**src/rtl/alu_pkg.sv**
```systemverilog
// Shared constants for the ALU datapath: MIPS funct codes, ALU select encodings,
// sequencer state encoding and small decode helpers.
package alu_pkg;

    localparam logic [5:0] F_AND   = 6'b100100;
    localparam logic [5:0] F_OR    = 6'b100101;
    localparam logic [5:0] F_ADD   = 6'b100000;
    localparam logic [5:0] F_SUB   = 6'b100010;
    localparam logic [5:0] F_SLT   = 6'b101010;
    localparam logic [5:0] F_SLL   = 6'b000000;
    localparam logic [5:0] F_MULTU = 6'b011001;
    localparam logic [5:0] F_MFHI  = 6'b010000;
    localparam logic [5:0] F_MFLO  = 6'b010010;

    localparam logic [2:0] OP_AND  = 3'b000;
    localparam logic [2:0] OP_OR   = 3'b001;
    localparam logic [2:0] OP_ADD  = 3'b010;
    localparam logic [2:0] OP_SUB  = 3'b110;
    localparam logic [2:0] OP_SLT  = 3'b111;
    localparam logic [2:0] OP_NONE = 3'b000;

    typedef enum logic [1:0] {
        S_IDLE = 2'b00,
        S_EXEC = 2'b01,
        S_MULT = 2'b10,
        S_WB   = 2'b11
    } seq_state_t;

    function automatic logic [2:0] alu_op_of(input logic [5:0] f);
        case (f)
            F_AND:   return OP_AND;
            F_OR:    return OP_OR;
            F_ADD:   return OP_ADD;
            F_SUB:   return OP_SUB;
            F_SLT:   return OP_SLT;
            default: return OP_NONE;
        endcase
    endfunction

    // Codes that retire in a single EXEC cycle with a valid MUX result.
    function automatic logic is_single(input logic [5:0] f);
        case (f)
            F_AND, F_OR, F_ADD, F_SUB, F_SLT, F_SLL, F_MFHI, F_MFLO: return 1'b1;
            default: return 1'b0;
        endcase
    endfunction

endpackage

```
**src/rtl/alu_sequencer_if.sv**
```systemverilog
// Request handshake and datapath control bundle between a requester and the
// ALU sequencer.
interface alu_sequencer_if;
    logic       req_valid;
    logic       req_ready;
    logic [5:0] funct;
    logic [2:0] alu_op;
    logic       mult_start;
    logic       mult_step;
    logic       hilo_we;
    logic [5:0] out_sel;
    logic       out_valid;
    logic       done;
    logic       err;

    modport master (
        output req_valid, funct,
        input  req_ready, alu_op, mult_start, mult_step, hilo_we,
               out_sel, out_valid, done, err
    );

    modport slave (
        input  req_valid, funct,
        output req_ready, alu_op, mult_start, mult_step, hilo_we,
               out_sel, out_valid, done, err
    );
endinterface

```
**src/rtl/alu_seq_cnt.sv**
```systemverilog
// Multiplier step counter: counts 0..MULT_CYCLES-1 while enabled, flags the last
// step and wraps to 0 after it.
module alu_seq_cnt #(
    parameter  int MULT_CYCLES = 32,
    localparam int CNT_W       = $clog2(MULT_CYCLES + 1)
) (
    input  logic             clk,
    input  logic             rst_n,
    input  logic             i_clr,
    input  logic             i_en,
    output logic [CNT_W-1:0] o_cnt,
    output logic             o_tc
);
    logic [CNT_W-1:0] r_cnt;

    assign o_cnt = r_cnt;
    assign o_tc  = (r_cnt == CNT_W'(MULT_CYCLES - 1));

    always_ff @(posedge clk or negedge rst_n) begin
        if (!rst_n) begin
            r_cnt <= '0;
        end else if (i_clr || (i_en && o_tc)) begin
            r_cnt <= '0;
        end else if (i_en) begin
            r_cnt <= r_cnt + 1'b1;
        end
    end
endmodule

```
**src/rtl/alu_sequencer.sv**
```systemverilog
// Control FSM in front of the ALU datapath: accepts funct codes, sequences MULTU
// and HiLo write-back. ALU_SEQ_EARLY_ACCEPT_EN also accepts requests in EXEC.
module alu_sequencer
    import alu_pkg::*;
#(
    parameter int MULT_CYCLES = 32
) (
    input  logic           clk,
    input  logic           rst_n,
    alu_sequencer_if.slave sif
);
    localparam int CNT_W = $clog2(MULT_CYCLES + 1);

    seq_state_t       r_state;
    seq_state_t       w_next;
    logic [5:0]       r_funct;
    logic             w_ready;
    logic             w_xfer;
    logic [CNT_W-1:0] w_cnt;
    logic             w_tc;
    logic [2:0]       w_alu_op;
    logic             w_mult_start;
    logic             w_mult_step;
    logic             w_hilo_we;
    logic [5:0]       w_out_sel;
    logic             w_out_valid;
    logic             w_done;
    logic             w_err;

    alu_seq_cnt #(.MULT_CYCLES(MULT_CYCLES)) u_cnt (
        .clk   (clk),
        .rst_n (rst_n),
        .i_clr (r_state != S_MULT),
        .i_en  (r_state == S_MULT),
        .o_cnt (w_cnt),
        .o_tc  (w_tc)
    );

    always_comb begin
        w_ready = (r_state == S_IDLE);
`ifdef ALU_SEQ_EARLY_ACCEPT_EN
        if (r_state == S_EXEC) w_ready = 1'b1;
`endif
    end

    assign w_xfer = sif.req_valid & w_ready;

    always_ff @(posedge clk or negedge rst_n) begin
        if (!rst_n) begin
            r_state <= S_IDLE;
            r_funct <= '0;
        end else begin
            r_state <= w_next;
            if (w_xfer) r_funct <= sif.funct;
        end
    end

    // Outputs depend only on r_state/r_funct/counter; w_xfer only steers the next state.
    always_comb begin
        w_next       = r_state;
        w_alu_op     = OP_NONE;
        w_mult_start = 1'b0;
        w_mult_step  = 1'b0;
        w_hilo_we    = 1'b0;
        w_out_sel    = '0;
        w_out_valid  = 1'b0;
        w_done       = 1'b0;
        w_err        = 1'b0;
        case (r_state)
            S_IDLE: begin
                if (w_xfer) w_next = (sif.funct == F_MULTU) ? S_MULT : S_EXEC;
            end
            S_EXEC: begin
                w_alu_op    = alu_op_of(r_funct);
                w_out_sel   = r_funct;
                w_out_valid = is_single(r_funct);
                w_err       = ~is_single(r_funct);
                w_done      = 1'b1;
                w_next      = S_IDLE;
                if (w_xfer) w_next = (sif.funct == F_MULTU) ? S_MULT : S_EXEC;
            end
            S_MULT: begin
                w_mult_step  = 1'b1;
                w_mult_start = (w_cnt == '0);
                if (w_tc) w_next = S_WB;
            end
            S_WB: begin
                w_hilo_we = 1'b1;
                w_done    = 1'b1;
                w_next    = S_IDLE;
            end
        endcase
    end

    assign sif.req_ready  = w_ready;
    assign sif.alu_op     = w_alu_op;
    assign sif.mult_start = w_mult_start;
    assign sif.mult_step  = w_mult_step;
    assign sif.hilo_we    = w_hilo_we;
    assign sif.out_sel    = w_out_sel;
    assign sif.out_valid  = w_out_valid;
    assign sif.done       = w_done;
    assign sif.err        = w_err;
endmodule

```
**src/flat_wrapper.sv**
```systemverilog
// flat-port wrapper written by rule: the top's interface ports become plain ports
module alu_sequencer_flat import alu_pkg::*;
#(
    parameter int MULT_CYCLES = 32
)
  (clk, rst_n, sif_req_valid, sif_funct, sif_req_ready, sif_alu_op, sif_mult_start, sif_mult_step, sif_hilo_we, sif_out_sel, sif_out_valid, sif_done, sif_err);
  alu_sequencer_if sif_i ();
  input  logic clk;
  input  logic rst_n;
  input wire logic [$bits(sif_i.req_valid)-1:0] sif_req_valid;
  input wire logic [$bits(sif_i.funct)-1:0] sif_funct;
  output wire logic [$bits(sif_i.req_ready)-1:0] sif_req_ready;
  output wire logic [$bits(sif_i.alu_op)-1:0] sif_alu_op;
  output wire logic [$bits(sif_i.mult_start)-1:0] sif_mult_start;
  output wire logic [$bits(sif_i.mult_step)-1:0] sif_mult_step;
  output wire logic [$bits(sif_i.hilo_we)-1:0] sif_hilo_we;
  output wire logic [$bits(sif_i.out_sel)-1:0] sif_out_sel;
  output wire logic [$bits(sif_i.out_valid)-1:0] sif_out_valid;
  output wire logic [$bits(sif_i.done)-1:0] sif_done;
  output wire logic [$bits(sif_i.err)-1:0] sif_err;
  assign sif_i.req_valid = sif_req_valid;
  assign sif_i.funct = sif_funct;
  assign sif_req_ready = sif_i.req_ready;
  assign sif_alu_op = sif_i.alu_op;
  assign sif_mult_start = sif_i.mult_start;
  assign sif_mult_step = sif_i.mult_step;
  assign sif_hilo_we = sif_i.hilo_we;
  assign sif_out_sel = sif_i.out_sel;
  assign sif_out_valid = sif_i.out_valid;
  assign sif_done = sif_i.done;
  assign sif_err = sif_i.err;
  alu_sequencer #(.MULT_CYCLES(MULT_CYCLES)) u_core (.clk(clk), .rst_n(rst_n), .sif(sif_i));
endmodule
```
**config.mk**
```make
export PLATFORM = sky130hd
export DESIGN_NAME = alu_sequencer_flat
export DESIGN_NICKNAME = d
export VERILOG_FILES = /design/src/rtl/alu_pkg.sv /design/src/rtl/alu_sequencer_if.sv /design/src/rtl/alu_seq_cnt.sv /design/src/rtl/alu_sequencer.sv /design/src/flat_wrapper.sv
export SDC_FILE = /design/constraint.sdc
export NUM_CORES = 1
export LEC_CHECK = 0
export ABC_AREA = 1
export CORE_ASPECT_RATIO = 0.8
export CORE_MARGIN = 2
export CORE_UTILIZATION = 47
export DETAILED_ROUTE_END_ITERATION = 12
export PLACE_DENSITY = 0.83
export SYNTH_ARGS = -nofsm -noshare
export SYNTH_HDL_FRONTEND = slang
export SYNTH_HIERARCHICAL = 1
export SYNTH_SLANG_ARGS = --single-unit
```
**constraint.sdc**
```tcl
create_clock -name clk -period 1.7 [get_ports clk]
set_input_delay 0.255 -clock clk [delete_from_list [all_inputs] [get_ports clk]]
set_output_delay 0.255 -clock clk [all_outputs]
set_load 0.05 [all_outputs]
```
## After elaboration in Yosys (flattened, before gate mapping)

Index checks and enable logic that the tools add are counted.
W data, S select, Z words.

| operators by class | value |
|---|---|
| equality and inequality tests | 15 |
| $add $sub $neg | 1 |
| multiplexer cells | 18 |
| bitwise logic cells | 2 |
| reductions and logical operators | 9 |

Operators with widths:

| operator | count |
|---|---|
| $eq A6 B6 Y1 const B | 5 |
| $eq A6 B5 Y1 const B | 4 |
| $mux W6 | 3 |
| $logic_not A6 Y1 | 2 |
| $pmux W3 S4 | 1 |
| $mux W1 | 8 |
| $mux W2 | 4 |
| $pmux W2 S4 | 1 |
| $reduce_or A8 Y1 | 1 |
| $add A6 B1 Y6 const B | 1 |
| $eq A2 B2 Y1 const B | 2 |
| $ne A2 B2 Y1 const B | 2 |
| $mux W3 | 1 |
| $eq A2 B1 Y1 const B | 1 |
| $logic_not A2 Y1 | 1 |
| $ne A2 B1 Y1 const B | 1 |
| $reduce_and A2 Y1 | 1 |
| $reduce_bool A2 Y1 | 1 |
| $reduce_or A2 Y1 | 1 |
| $and A1 B1 Y1 | 1 |
| $logic_and A1 B1 Y1 | 1 |
| $logic_or A1 B1 Y1 | 1 |
| $not A1 Y1 | 1 |

| storage, ports and cells | value |
|---|---|
| input port bits | 9 |
| word-level logic and storage cells | 48 |
| register bits after elaboration | 14 |
| output and inout port bits | 16 |

## Logic depth before layout (Yosys ltp)

Gate-level depths: netlist of the first run.

| logic depth | value |
|---|---|
| depth after elaboration | 6 |
| mapped depth | 9 |
| mapped depth without buffers | 9 |

## Cells and area by module

Netlist of the first run, hierarchy kept.

By module, submodules not included:

| module | area each (µm²) | sequential area each (µm²) | cells an instance | times used |
|---|---|---|---|---|
| alu_sequencer | 580.6 | 200.2 | 93 | 1 |
| alu_seq_cnt | 341.6 | 150.1 | 44 | 1 |

## Worst setup path before layout of the first run

No wires, ideal clock.

| timing | value |
|---|---|
| path kind | reg-to-output |
| start point | reg u_core.r_state[0] |
| end point | out sif_mult_start |
| required time | 1.445 ns |
| setup slack | -0.979 ns |
| path buffers | 0 |
| data arrival time | 2.424 ns |
| stages on the path, launching flop included | 4 |
| path through | dfrtp_1 nor2_4 inv_2 nor4_1 |

| on the way | value |
|---|---|
| word-level cells in the longest chain between the ends | 2 |

Ends and longest elaborated chain:

| element | line | RTL |
|---|---|---|
| start, declared | alu_sequencer.sv:14 | `seq_state_t r_state;` |
| start signal, assigned | alu_sequencer.sv:53 | `r_state <= w_next;` |
| $eq A2 B2 Y1 | alu_sequencer.sv:69 | `case (r_state)` |
| $mux W1 | alu_sequencer.sv:69 |  |
| end, declared | flat_wrapper.sv:14 | `output wire logic [$bits(sif_i.mult_start)-1:0] sif_mult_start;` |

No other way between the ends.

## Final worst setup path of the first run

| timing | value |
|---|---|
| start point | reg u_core.r_funct[2] |
| end point | out sif_alu_op[0] |

| on the way | value |
|---|---|
| word-level cells in the longest chain between the ends | 3 |
| elaborated cells between the ends (all ways) | 6 |
| classes of those cells | 4 x eq/ne; 2 x mux |

Ends and longest elaborated chain:

| element | line | RTL |
|---|---|---|
| start, declared | alu_sequencer.sv:16 | `logic [5:0] r_funct;` |
| start signal, assigned | alu_sequencer.sv:54 | `if (w_xfer) r_funct <= sif.funct;` |
| $eq A6 B6 Y1 | alu_pkg.sv:30 | `case (f)` |
| $pmux W3 S4 * | alu_pkg.sv:30 |  |
| $mux W3 * | alu_sequencer.sv:69 |  |
| end, declared | flat_wrapper.sv:13 | `output wire logic [$bits(sif_i.alu_op)-1:0] sif_alu_op;` |

Mark *: on every way between the ends. The rest lies on a longest branch, timed or not.

==> results.rst, run 1 <==
.. list-table::
   :header-rows: 1

   * - Metric
     - Value
   * - RSZ-0062 raised after global routing
     - true
   * - Global-route wire length before repair
     - around 4200 um
   * - Number of maximum-capacitance constraint violations
     - 0
   * - Num rows
     - 14
   * - Setup CP Type
     - flip-flop to output pin
   * - Width of the die
     - 53.5 um
   * - DIE HEIGHT
     - 43.6 um
   * - Post-place instance area
     - 1370 um2
   * - Result of the run
     - finished with violations
   * - Power density normalized to cell area
     - between 1500 and 2000 nW/um2
   * - Data required time of the critical path
     - roughly 1.4 ns
   * - Final core utilization
     - between 80% and 90%
   * - Remaining routing DRC violations
     - 0
   * - Commonest cells post-synth
     - 39 x sky130_fd_sc_hd__nor2_1, 28 x sky130_fd_sc_hd__nand2_1, 16 x sky130_fd_sc_hd__inv_1
   * - Clock sink count
     - 14
   * - Post-Syn Area per Cell
     - 6.73 um2
   * - Count of boundary I/O pins
     - 25
   * - Yosys top cell by area
     - sky130_fd_sc_hd__dfrtp_1
   * - Total number of vias
     - between 1000 and 1500
   * - Most frequent cell after synthesis
     - sky130_fd_sc_hd__nor2_1
   * - Setup violators final
     - 4
   * - Number of warning messages in the yosys log
     - 6
   * - Remaining antenna violation count
     - 0
   * - Netlist Area Pre-Place
     - a little over 900 um2
   * - Depth of the CTS H-tree
     - 1
   * - WL final
     - around 2800 um
   * - Post-Route Skew
     - around 0.0080 ns
   * - Syn Nets
     - between 100 and 150
   * - Minimum clock period
     - around 1.8 ns
   * - Antenna diode count
     - 0
   * - Part of the Yosys area used for sequential elements
     - between 30 and 40%
   * - Insertion delay of the later-clocked pin in the worst-skew pair
     - just under 0.3 ns
   * - Fmax
     - 0.562 GHz
   * - Residual overflow from global routing
     - 0
   * - Total power
     - 2.55 mW
   * - Hold violation count in the final report
     - 0
   * - Ranking of synthesized cells by area
     - sky130_fd_sc_hd__dfrtp_1 38%, sky130_fd_sc_hd__nor2_1 16%, sky130_fd_sc_hd__nand2_1 11%
   * - Most instantiated flip-flop cell in the synthesis netlist
     - sky130_fd_sc_hd__dfrtp_1
   * - Total leakage power
     - between 0.7 and 0.8 nW
   * - Worst Hold Margin
     - around 0.27 ns
   * - Clock tree from TritonCTS
     - built
   * - Transition time at the pin with the least slew margin
     - about 0.31 ns
   * - Worst hold path type
     - input port to asynchronous set/reset pin
   * - Number of enable flip-flop cells after synthesis
     - 0
   * - Buffer depth of the longest clock path
     - 2
   * - Maximum number of pins on one net before global-route repair
     - 15
   * - Via count of the first global-routing pass
     - ~930
   * - Pins Over Slew Limit
     - 0
   * - Final period util
     - 105%
   * - Routed len/inst
     - 14.4 um
   * - Total global-route track usage
     - about a quarter
   * - Starting density of the core
     - 49.2%
   * - Port buffer count
     - 24
   * - Arrival time of the worst setup path
     - about 1.5 ns
   * - Clock Root Buffer
     - sky130_fd_sc_hd__clkbuf_4
   * - Fraction of layout instances using a drive strength above 1
     - a little under 40%
   * - Detailed placer's ending HPWL
     - between 1500 and 2000 um
   * - CP startpoint kind
     - flip-flop
   * - Critical path capture point type
     - output pin
   * - Final design area excluding fillers
     - between 1500 and 2000 um2
   * - Tightest slew margin relative to the limit
     - 79.3%
   * - 1st-pass router iterations
     - 4
   * - Post-CTS Hold Buffers
     - 0
   * - Post-synth ARST share
     - 100%
   * - Cell variety after synth
     - 23
   * - Vias per Instance
     - 5.46
   * - Antenna violations before repair
     - 0
   * - Layout net count
     - approximately 190
   * - Initial DRC count
     - 61
   * - Max FO, Critical Path
     - 4
   * - Number of buffers inserted during clock tree synthesis
     - 3
   * - Number of standard cells after synthesis
     - approximately 140
   * - Die area
     - 2330 um2
   * - Worst Setup Slack, final
     - -0.0795 ns
   * - Core footprint
     - 1870 um2
   * - Placer's final routability congestion estimate
     - ~0.89
   * - Worst voltage drop across the vdd grid
     - about 0.0014 V
   * - CTS clk-pin slew, worst paths
     - about 0.090 ns
   * - Top cell type's share of synthesized area
     - 38.0%
   * - Syn-to-layout area delta
     - 65.5%
   * - Violated checks
     - negative setup slack
   * - Setup WS pre-CTS
     - approximately 0.17 ns
   * - Count of state elements after synthesis
     - 14
state kept, by name, indices dropped and copies added (netlist names):
| name | flops |
|---|---|
| u_core/u_cnt/o_cnt | 6 |
| u_core/r_funct | 6 |
| u_core/r_state | 2 |
power breakdown:
part / switching (mW) / internal, mW / leakage [nW]
clock: 0.111 / 0.0825 / 0.0138
combinational: 1.06 / 0.754 / 0.524
sequential: 0.126 / 0.426 / 0.174
cell families after synthesis:
| kind of cell | after synthesis | synth area share, % |
|---|---|---|
| xor+xnor | 1 | 0.950 |
| compound gates | 14 | 8.95 |
| buf+inv | 20 | 8.96 |
| flops | 14 | 38.0 |
| simple gates | 87 | 41.8 |
| fa+ha+maj | 1 | 1.36 |
worst max-delay path: stages, from the launching register on:
cell,delay [ns]
sky130_fd_sc_hd__dfrtp_1,0.42
sky130_fd_sc_hd__inv_2,0.11
sky130_fd_sc_hd__buf_4,0.12
sky130_fd_sc_hd__nand3_2,0.12
sky130_fd_sc_hd__nor2_4,0.17
sky130_fd_sc_hd__nand2_1,0.08
sky130_fd_sc_hd__nand2_2,0.08
sky130_fd_sc_hd__buf_12,0.14
cells in the final DEF, fill, tap and decap left out:
cell type	synthesis	routed
sky130_fd_sc_hd__nor2_1	39	30
sky130_fd_sc_hd__nand2_1	28	25
sky130_fd_sc_hd__buf_12	0	15
sky130_fd_sc_hd__buf_4	0	12
sky130_fd_sc_hd__inv_1	16	12
sky130_fd_sc_hd__dfrtp_1	14	11
sky130_fd_sc_hd__nor2_2	2	9
sky130_fd_sc_hd__clkdlybuf4s50_1	0	8
sky130_fd_sc_hd__a21oi_1	7	6
sky130_fd_sc_hd__inv_2	2	5
sky130_fd_sc_hd__nand2_2	3	5
sky130_fd_sc_hd__nand3_1	8	5
sky130_fd_sc_hd__nor2_4	2	4
sky130_fd_sc_hd__clkbuf_4	0	3
sky130_fd_sc_hd__nand3_2	0	3
sky130_fd_sc_hd__o21ai_0	3	3
sky130_fd_sc_hd__dfrtp_2	0	3
sky130_fd_sc_hd__nand2_4	1	2
sky130_fd_sc_hd__nand4_1	2	2
sky130_fd_sc_hd__inv_4	0	1
sky130_fd_sc_hd__a21oi_2	0	1
sky130_fd_sc_hd__nor4_4	0	1
sky130_fd_sc_hd__o21ai_1	1	1
sky130_fd_sc_hd__o21ai_2	1	1
sky130_fd_sc_hd__buf_6	1	1
sky130_fd_sc_hd__nor3_2	1	1
sky130_fd_sc_hd__a21boi_0	1	1
sky130_fd_sc_hd__xnor2_1	1	1
sky130_fd_sc_hd__o21bai_2	1	1
sky130_fd_sc_hd__ha_1	1	1
through the flow:
stage               cells  TNS, ns
global placement      184        0
finish                198   -0.175
floorplan             137  -0.0311
CTS                   194  -0.0962
detailed placement    184        0
global route          198   -0.470
cell type report:
cell class	count	area, um2
tap	24	30.0
timing repair buffer	36	482
clock buffer	3	22.5
fill	101	348
multi-input combinational	103	568
inverter	18	70.1
sequential	14	354
timing repair:
item	4_1_cts	5_1_grt
buffers inserted	7	4
hold endpoints to repair	0	0
pin swaps	6	7
setup endpoints to repair	11	5
gates resized for setup	16	7
routing by layer:
metal	GRT usage (%)	vias to the layer above	routed length [um]
met2	39.8	66	1370
li1	-	500	-
met5	0	-	0
met4	11.8	0	77
met1	32.6	502	1140
met3	8.28	14	263
worst paths after layout:
check,slack [ns],depth (start not counted),to,from
setup / recovery,-0.08,7,sif_alu_op[0],u_core/r_funct[2]
hold / removal,0.27,2,u_core/u_cnt/o_cnt[2],rst_n
setup reg to reg,0.22,7,u_core/u_cnt/o_cnt[4],u_core/r_state[1]
hold reg to reg,0.58,2,u_core/r_state[0],u_core/r_state[1]
max in group asynchronous,1.23,2,u_core/r_funct[3],rst_n
min in group clk,0.55,3,u_core/r_funct[3],sif_funct[3]
Note: power is estimated with default switching activity, not from simulation.
==> run 2, diff against run 1 <==
Settings changed: CAP_MARGIN from default to 25, REMOVE_ABC_BUFFERS from default to 1.
==> run 2 against run 1 <==
Effect of this change: the flow still finishes with violations (negative setup slack); largest power group unchanged; largest cell class unchanged; non-clock buffer count grew 9; fmax increased by 1.1%; global-route usage increased by 6.7 points.
==> results.rst, run 2 (synthesized netlist as in run 1, its figures left out) <==
.. list-table::
   :header-rows: 1

   * - Metric
     - Value
   * - Remaining antenna violation count
     - 0
   * - WL final
     - ~3900 um
   * - DIE HEIGHT
     - around 44 um
   * - Final sum of negative setup slack
     - -0.153 ns
   * - Die area
     - 2330 um2
   * - Post-Place Cells
     - about 190
   * - Post-place instance area
     - roughly 1400 um2
   * - Antenna diode count
     - 0
   * - Worst Hold Margin
     - 0.289 ns
   * - Number of buffers inserted during clock tree synthesis
     - 3
   * - Clock Root Buffer
     - sky130_fd_sc_hd__clkbuf_4
   * - Final period util
     - 104%
   * - Final design area excluding fillers
     - roughly 1600 um2
   * - Minimum clock period
     - ~1.8 ns
   * - CP startpoint kind
     - flip-flop
   * - Residual overflow from global routing
     - 0
   * - Detailed placer's ending HPWL
     - around 1900 um
   * - 1st-pass router iterations
     - 7
   * - Total number of vias
     - 1260
   * - Net switching power
     - 1.36 mW
   * - Number of maximum-capacitance constraint violations
     - 0
   * - Comb power frac
     - a little over two thirds
   * - Max FO, Critical Path
     - 5
   * - Worst-path cell chain
     - inv_2, nand2_2, nor2_1, nand2_1, nand2_1, nor2_1, nor2_2, buf_12
   * - Remaining routing DRC violations
     - 0
   * - Initial DRC count
     - a little under 80
   * - Antenna violations before repair
     - 0
   * - Clock sink count
     - 14
   * - Syn-to-layout area delta
     - 72.3%
   * - Worst path top cell family by delay
     - simple AND/OR/NAND/NOR gates
   * - Num rows
     - 14
   * - Width of the die
     - approximately 54 um
   * - Data required time of the critical path
     - roughly 1.4 ns
   * - Share of total power consumed by net switching
     - between 50% and 60%
   * - Vias per Instance
     - 6.06
   * - Critical path capture point type
     - output pin
   * - Total leakage power
     - between 0.7 and 0.8 nW
   * - Maximum number of pins on one net before global-route repair
     - 15
   * - Worst Setup Slack, final
     - -0.0600 ns
   * - Count of boundary I/O pins
     - 25
   * - Bufs and invs on worst path
     - 2
   * - Total global-route track usage
     - 32.4%
   * - Clock tree from TritonCTS
     - built
   * - Tightest slew margin relative to the limit
     - between 70% and 80%
   * - Hold violation count in the final report
     - 0
   * - Part of the total power dissipated in sequential elements
     - a little over a fifth
   * - Setup violators final
     - 5
   * - Depth of the CTS H-tree
     - 1
   * - Result of the run
     - finished with violations
   * - Total power
     - 2.68 mW
   * - Transition time at the pin with the least slew margin
     - 0.300 ns
   * - Port buffer count
     - 24
   * - Setup WS pre-CTS
     - ~0.12 ns
   * - Starting density of the core
     - 49.2%
   * - Layout net count
     - between 150 and 200
   * - Cell type of the slowest stage on the worst timing path
     - sky130_fd_sc_hd__dfrtp_1
   * - Fraction of layout instances using a drive strength above 1
     - around two fifths
   * - Violated checks
     - negative setup slack
   * - Combined flip-flop and latch cell area
     - approximately 350 um2
   * - Worst hold path type
     - input port to asynchronous set/reset pin
   * - Arrival time of the worst setup path
     - roughly 1.5 ns
   * - Longest individual stage delay on the worst path
     - between 0.4 and 0.5 ns
   * - Post-route non-filler standard cell count
     - between 200 and 250
   * - Global-route wire length before repair
     - 5310 um
   * - Filler cell count
     - 82
   * - Insertion delay of the later-clocked pin in the worst-skew pair
     - around 0.28 ns
   * - Most common library cell in the layout ignoring fill and taps
     - sky130_fd_sc_hd__nor2_1
   * - Worst voltage drop across the vdd grid
     - 0.00135 V
   * - Clock power share
     - 9.1%
   * - Buffer depth of the longest clock path
     - 2
   * - Post-Route Skew
     - between 0.003 and 0.004 ns
   * - Final core utilization
     - a little over four fifths
   * - Fmax
     - around 0.57 GHz
   * - Pins Over Slew Limit
     - 0
   * - Routed len/inst
     - 18.6 um
   * - Internal power
     - 1.32 mW
   * - RSZ-0062 raised after global routing
     - true
   * - Core footprint
     - ~1900 um2
   * - Post-CTS Hold Buffers
     - 0
   * - Area of the multi-input gates
     - 552 um2
   * - Placer's final routability congestion estimate
     - roughly 0.93
   * - Commonest cells after routing, fill and taps aside
     - 30 x sky130_fd_sc_hd__nor2_1, 26 x sky130_fd_sc_hd__nand2_1, 21 x sky130_fd_sc_hd__buf_4
   * - Power density normalized to cell area
     - 1690 nW/um2
   * - Setup CP Type
     - flip-flop to output pin
   * - CTS clk-pin slew, worst paths
     - approximately 0.090 ns
   * - Via count of the first global-routing pass
     - around 1100
-- run 2: worst paths after layout --
kind                                        from                    end  slack, ns  depth (start not counted)
max in group asynchronous                  rst_n      u_core/r_funct[3]       1.21                          2
max                            u_core/r_funct[2]          sif_out_valid      -0.06                          8
max reg2reg                    u_core/r_state[1]  u_core/u_cnt/o_cnt[0]       0.01                          9
min reg2reg                u_core/u_cnt/o_cnt[4]  u_core/u_cnt/o_cnt[4]       0.62                          2
min                                        rst_n  u_core/u_cnt/o_cnt[0]       0.29                          2
min in group clk                    sif_funct[3]      u_core/r_funct[3]       0.56                          3
-- run 2: what timing repair did --
| item | 4_1_cts | 5_1_grt |
|---|---|---|
| gates resized for setup | 16 | 9 |
| setup endpoints to repair | 9 | 6 |
| pin swaps | 2 | 4 |
| buffers inserted | 6 | 11 |
-- run 2: power by group through the flow --
stage	registers [mW]	clock network [mW]	logic (mW)
floorplan	0.532	0	0.811
global placement	0.520	0	1.44
detailed placement	0.532	0	1.48
CTS	0.534	0.250	1.66
global route	0.562	0.267	1.95
finish	0.557	0.245	1.88
-- run 2: routing by layer --
metal  vias to the layer above  global-route usage (%)  share of wire, %
li1                        524                       -                 -
met1                       573                    42.2                36
met2                       120                    54.8                45
met3                        43                    4.48                11
met4                         0                    11.8               8.4
met5                         -                       0                 0
-- run 2: area by class of cell --
class | instances | share of cell area [%]
Clock buffer | 4 | 2.28
Inverter | 18 | 4.25
Multi-Input combinational cell | 103 | 34.7
Sequential cell | 14 | 22.3
Tap cell | 24 | 1.89
Timing Repair Buffer | 45 | 34.6
